<file path="src/rtl/pad_mux_ctrl.sv">
// Per-pad ownership controller for shared I/O pads: sequences GPIO <-> alternate-function
// handover through a tri-stated dead time so two drivers never fight on a pad.
module pad_mux_ctrl #(
    parameter int unsigned NPADS    = 5,
    parameter int unsigned DEAD_CYC = 4
) (
    input  logic             clk_i,
    input  logic             rst_ni,
    input  logic             mux_lock,
    input  logic [NPADS-1:0] alt_en,
    input  logic [NPADS-1:0] alt_o,
    input  logic [NPADS-1:0] alt_oe,
    input  logic [NPADS-1:0] gpio_o,
    input  logic [NPADS-1:0] gpio_oe,
    input  logic [NPADS-1:0] pad_in,
    output logic [NPADS-1:0] pad_out,
    output logic [NPADS-1:0] pad_oeb,
    output logic [NPADS-1:0] gpio_i,
    output logic [NPADS-1:0] alt_i,
    output logic [NPADS-1:0] alt_own,
    output logic [NPADS-1:0] busy
);

    localparam int unsigned CW = $clog2(DEAD_CYC + 1);

    typedef enum logic [1:0] {
        S_GPIO = 2'd0,
        S_DEAD = 2'd1,
        S_ALT  = 2'd2
    } state_e;

    state_e          state_q [NPADS];
    state_e          state_d [NPADS];
    logic [CW-1:0]   cnt_q   [NPADS];
    logic [CW-1:0]   cnt_d   [NPADS];

    logic [NPADS-1:0] pad_out_d;
    logic [NPADS-1:0] pad_oeb_d;
    logic [NPADS-1:0] alt_own_d;
    logic [NPADS-1:0] busy_d;

    // State, dead-time counters and registered pad outputs
    always_ff @(posedge clk_i or negedge rst_ni) begin
        if (!rst_ni) begin
            for (int i = 0; i < NPADS; i++) begin
                state_q[i] <= S_GPIO;
                cnt_q[i]   <= '0;
            end
            pad_out <= '0;
            pad_oeb <= '1;
            alt_own <= '0;
            busy    <= '0;
        end else begin
            for (int i = 0; i < NPADS; i++) begin
                state_q[i] <= state_d[i];
                cnt_q[i]   <= cnt_d[i];
            end
            pad_out <= pad_out_d;
            pad_oeb <= pad_oeb_d;
            alt_own <= alt_own_d;
            busy    <= busy_d;
        end
    end

    // Next state: the lock only blocks leaving a stable owner, never an active dead time
    always_comb begin
        for (int i = 0; i < NPADS; i++) begin
            state_d[i] = state_q[i];
            cnt_d[i]   = cnt_q[i];
            case (state_q[i])
                S_GPIO: begin
                    if (alt_en[i] && !mux_lock) begin
                        state_d[i] = S_DEAD;
                        cnt_d[i]   = CW'(DEAD_CYC - 1);
                    end
                end
                S_ALT: begin
                    if (!alt_en[i] && !mux_lock) begin
                        state_d[i] = S_DEAD;
                        cnt_d[i]   = CW'(DEAD_CYC - 1);
                    end
                end
                S_DEAD: begin
                    if (cnt_q[i] != '0) begin
                        cnt_d[i] = cnt_q[i] - CW'(1);
                    end else begin
                        state_d[i] = alt_en[i] ? S_ALT : S_GPIO;
                    end
                end
                default: begin
                    state_d[i] = S_GPIO;
                    cnt_d[i]   = '0;
                end
            endcase
        end
    end

    // Pad drive follows the state being entered, with data sampled on the same edge
    always_comb begin
        pad_out_d = '0;
        pad_oeb_d = '1;
        alt_own_d = '0;
        busy_d    = '0;
        for (int i = 0; i < NPADS; i++) begin
            case (state_d[i])
                S_GPIO: begin
                    pad_out_d[i] = gpio_o[i];
                    pad_oeb_d[i] = ~gpio_oe[i];
                end
                S_ALT: begin
                    pad_out_d[i] = alt_o[i];
                    pad_oeb_d[i] = ~alt_oe[i];
                    alt_own_d[i] = 1'b1;
                end
                S_DEAD: begin
                    busy_d[i] = 1'b1;
                end
                default: begin
                    busy_d[i] = 1'b0;
                end
            endcase
        end
    end

    assign gpio_i = pad_in;
    assign alt_i  = pad_in;

endmodule

</file>
<file path="config.mk">
export PLATFORM = sky130hd
export DESIGN_NAME = pad_mux_ctrl
export DESIGN_NICKNAME = d
export VERILOG_FILES = /design/src/rtl/pad_mux_ctrl.sv
export SDC_FILE = /design/constraint.sdc
export NUM_CORES = 1
export LEC_CHECK = 0
export CAP_MARGIN = 10
export CORE_ASPECT_RATIO = 1.25
export CORE_MARGIN = 4
export CORE_UTILIZATION = 48
export CTS_BUF_LIST = sky130_fd_sc_hd__clkbuf_8 sky130_fd_sc_hd__clkbuf_16
export DETAILED_ROUTE_END_ITERATION = 7
export GPL_TIMING_DRIVEN = 0
export HOLD_SLACK_MARGIN = 0.03
export PLACE_DENSITY_LB_ADDON = 0.12
export SETUP_SLACK_MARGIN = 0.05
export SYNTH_ARGS = -nofsm -noshare
export SYNTH_HDL_FRONTEND = slang
export SYNTH_SLANG_ARGS = --single-unit
</file>
<file path="constraint.sdc">
create_clock -name clk_i -period 1.7 [get_ports clk_i]
set_input_delay 0.34 -clock clk_i [delete_from_list [all_inputs] [get_ports clk_i]]
set_output_delay 0.34 -clock clk_i [all_outputs]
set_load 0.05 [all_outputs]
</file>
==> Word level (Yosys, flattened, before mapping) <==
Cells that the tools add are included.
{ "op_classes": {"addsub": 5, "eq_ne": 35, "n_mux": 65, "n_bitwise": 10, "reduce_logical": 36} }
{ "ops": {"columns": ["op", "count"], "rows": [
  ["$mux 3", 15],
  ["$pmux 3 s3", 5],
  ["$mux 2", 20],
  ["$ne 2x2->1 const B", 15],
  ["$pmux 2 s3", 5],
  ["$eq 2x1->1 const B", 10],
  ["$eq 2x2->1 const B", 10],
  ["$logic_not 2->1", 10],
  ["$pmux 1 s2", 10],
  ["$reduce_and 3->1", 5],
  ["$reduce_bool 3->1", 5],
  ["$sub 3x1->3 const B", 5],
  ["$logic_and 1x1->1", 10],
  ["$mux 1", 10],
  ["$not 1->1", 10],
  ["$logic_not 1->1", 6]
]} }
{ "totals": {"register_bits": 45, "in_bits": 33, "output_inout_bits": 30, "word_cells": 165} }

==> Logic depth before layout (Yosys ltp) <==
{ "depth": {"depth_word": 6, "mapped_depth": 6, "ltp_nobuf": 6} }

==> Worst setup path after synthesis <==
Ideal clock, no wire load.
{ "synth_timing": {"path_kind": "register to register", "from": "register cnt_q[12] in the netlist's numbering", "to": "register pad_out[0]", "setup_time_ps": 131, "arrival_time_ps": 1390, "required_time_ps": 1569, "slack_ps": 179, "stages_incl_launch_ff": 7, "path_buffers": 0, "synth_period_minus_slack_ps": 1521, "path_cell_list": "dfrtp_1 inv_1 ha_1 ha_1 or3b_1 o31ai_2 o2bb2ai_1"} }
{ "synth_rtl": {"columns": ["element", "line_no", "source"], "rows": [
  ["start, declared", "34", "logic [CW-1:0] cnt_q [NPADS];"],
  ["start signal, assigned by index", "56", "cnt_q[i] <= cnt_d[i];"],
  ["end signal, assigned", "58", "pad_out <= pad_out_d;"],
  ["end, declared", "16", "output logic [NPADS-1:0] pad_out,"]
]} }

==> impl_results.md <==
* Clk sink count at 45
* Status: complete, no violations
* Count of cell types in the netlist at 33
* 1st-iter DRT viols at 75
* Area growth syn-to-layout at 34.3%
* Worst stage delay on the critical path at 0.42 ns
* Final Setup Violations at 0
* Post-layout min period at 1.59 ns
* FF+latch count, synth at 45
* Hold Vio Cnt, Final at 0
* Total power divided by cell area at roughly 1800 nW/um^2
* # fillers at 391
* Switch Pwr at 2.37 mW
* Hold Crit Depth at 2
* Mapped Cells at 212
* Remaining Overflow, GRT at 0
* Placer Congestion at 0.747
* Synth top area cells: dfrtp_1 (42%), dfstp_2 (5.5%), ha_1 (5.2%)
* Synth Cell Area at 2380 um^2
* DIE AREA at 6160 um^2
* Synthesized netlist net count at 255
* Setup crit start kind: flip-flop
* Clk slew on worst S/H paths at 0.09 ns
* Leakage power at 1.41 nW
* Die Wd at between 70 and 80 um
* Slowest CP cell: or3b_4
* Boundary Pins at 63
* R2R Path End: pad_oeb[4]
* Critical path startpoint: cnt_q[0]
* H-tree depth at 2
* Worst setup path class: flip-flop to flip-flop
* Final ANT Viol Nets at 0
* Max-cap violations at 0
* Fmax at 0.631 GHz
* Ys Warns at 0
* Clock Power Share at between 10% and 20%
* Crit path cell chain: inv_1, ha_1, ha_2, or3b_4, o31ai_2, a2bb2oi_2
* Type of the tightest min-delay check: primary input to flip-flop
* DRC Markers at 0
* CTS Buf Count at 5
* R2R setup slack at 0.11 ns
* Final Max Slew Viols at 0
* Post-synth top area cell: dfrtp_1
* Antenna diode count at 0
* Number of global-route vias before repair at 1817
* Clock Root Buffer: clkbuf_8
* Worst IR Drop VDD at 0.876 mV
* Pre-antenna DRT Iters at 4
* Min-delay src: mux_lock
* Nets at 322
* R2R Path Start: cnt_q[0]
* Crit-path max FO at 5
* Share of cells above drive strength 1 at 21.1%
* Combinational power share at 53.0%
* Die Span Y at 86.8 um
* Worst Setup End Kind: flip-flop
* DR vias/cell at 5.37
* Max-slew headroom at 66.2%
* Final Util at between 60% and 70%
* Post-synthesis sequential area ratio at between 40 and 50%
* RSZ-0062 raised after global routing: yes
* Final WL at 4710 um
* Core Box Area at 4760 um^2
* Global-route wire length before repair at roughly 8000 um
* Tot GR Track Use at 15.9%
* Max Clock Skew at 0.0144 ns
* Worst EP arrival at about 1.8 ns
* Number of port buffers at 56
* Largest net degree at the start of global routing at 26
* Starting Density at 50.0%
* Routed wire per std cell at 13.8 um
* Synth top area share at approximately two fifths
* Overall power at 5.63 mW
* Hold WS at 0.484 ns
* Skew-Pair Late Insertion Delay at approximately 0.30 ns
* Worst Path Required at around 1.9 ns
* Initial antenna violation count at 0
* Worst Setup EP: pad_oeb[4]
* CTS tree: done
* Sw frac at roughly 42%
* R2R cell count at 6
* # rows at 28
* Int Power at 3.27 mW
* Seq pwr share at 33.1%
* Detail Placement HPWL at roughly 3500 um
* Pin slew with the least headroom to its limit at 0.507 ns
* Mapped Avg Cell Area at between 10 and 15 um^2
* Via count at 1825
* Longest Clk Path Bufs at 2
* Part of the cycle the worst path needs at 93.3%
==> kinds of logic (layout without fill, tap and decap cells) <==
family	Yosys count	after routing	share of synthesized area [%]
AO/OA/AOI/OAI	71	71	23.8
flip-flops	45	45	47.5
AND/OR/NAND/NOR	44	44	13.0
buffers and inverters	35	103	7.77
adder cells (fa/ha/maj)	10	10	5.25
XOR/XNOR	5	5	1.84
multiplexers	2	2	0.892
==> cell usage after synthesis <==
library cell / instances
xnor2_1: 4
dfrtp_1: 40
nand2b_1: 6
o31ai_1: 5
o31ai_2: 4
nor2_1: 5
dfstp_2: 5
a21boi_0: 5
a21o_1: 2
mux2_2: 1
buf_4: 10
nand3b_1: 2
o2bb2ai_1: 4
o211ai_1: 8
buf_6: 2
o21ai_1: 4
nor3b_2: 1
nand3_1: 2
o31a_1: 10
a2bb2oi_2: 4
o21ai_0: 14
nor2b_1: 10
inv_1: 22
o32ai_1: 4
nand4b_1: 5
a211oi_1: 2
or3b_1: 9
or2b_1: 4
a21oi_2: 5
buf_2: 1
ha_1: 10
xor2_1: 1
mux2i_1: 1
==> worst min path at each step <==
| stage | to | slack, ns |
|---|---|---|
| 6_report | state_q[4] | 0.48 |
| 5_1_grt | state_q[4] | 0.51 |
| 4_1_cts | state_q[4] | 0.49 |
| 3_5_place_dp | cnt_q[14] | 0.34 |
| 3_3_place_gp | cnt_q[1] | 0.49 |
| 2_1_floorplan | alt_own[0] | 0.04 |
==> cells in the final DEF (no fill, tap or decap), types with 6 or more instances in the layout <==
cell and count:
o21ai_0 14, o211ai_1 8, clkdlybuf4s50_1 35, nand2b_1 6
buf_4 12, nor2b_1 10, dfrtp_1 40, o31a_1 10
dlygate4sd2_1 15, inv_1 23
==> power by group through the flow <==
| stage | Clock (mW) | Combinational [mW] | Sequential [mW] |
|---|---|---|---|
| 2_1_floorplan | 0 | 1.45 | 2.56 |
| 3_3_place_gp | 0 | 2.91 | 1.87 |
| 3_5_place_dp | 0 | 2.96 | 1.89 |
| 4_1_cts | 0.811 | 2.93 | 1.86 |
| 5_1_grt | 0.861 | 3.25 | 1.93 |
| 6_report | 0.784 | 2.98 | 1.86 |
==> metal layers <==
layer	global-route usage, %	vias up	share of wire (%)	routed length [um]
met2	27.7	43	50	2360
met4	4.62	0	1.1	54
met5	0	-	0	0
met3	4.87	5	6.9	324
met1	19.0	876	42	1970
li1	-	901	-	-
==> stage by stage <==
step,instances,setup slack [ns],cell area (um^2),TNS [ns]
detailed placement,329,-0.0520,3030,-0.286
floorplan,212,0.179,2380,0
global placement,328,-0.944,3020,-40.21
finish,340,0.114,3200,0
global route,340,0.0296,3200,0
CTS,339,0.0510,3160,0
==> sequential cells by signal, indices dropped and copies added, names as in the netlist <==
| register | count |
|---|---|
| pad_out | 5 |
| pad_oeb | 5 |
| cnt_q | 15 |
| state_q | 10 |
| alt_own | 5 |
| busy | 5 |
==> area by class of cell <==
cell class                 instances  area (um^2)  area share, %
timing repair buffer              60          582           18.2
clock buffer                       5         68.8           2.15
multi-input combinational        132         1120           34.9
inverter                          22         82.6           2.58
tap                               60         75.1           2.35
buffer                            13          103           3.21
clock inverter                     3         38.8           1.21
sequential                        45         1130           35.4
==> critical path, delay by kind of cell (launching register included) <==
family,cells,cell delay [ns]
simple gates,1,0.42
fa+ha+maj,2,0.39
flops,1,0.36
compound gates,2,0.30
buf+inv,1,0.05
==> repair_timing <==
item | in CTS | in global routing
pin swaps | 0 | 3
setup buffers | 1 | 1
hold buffers | 1 | 0
hold endpoints to repair | 18 | 0
setup endpoints to repair | 24 | 10
gates resized for setup | 33 | 10
No activity file was read; power rests on OpenSTA's default activity.
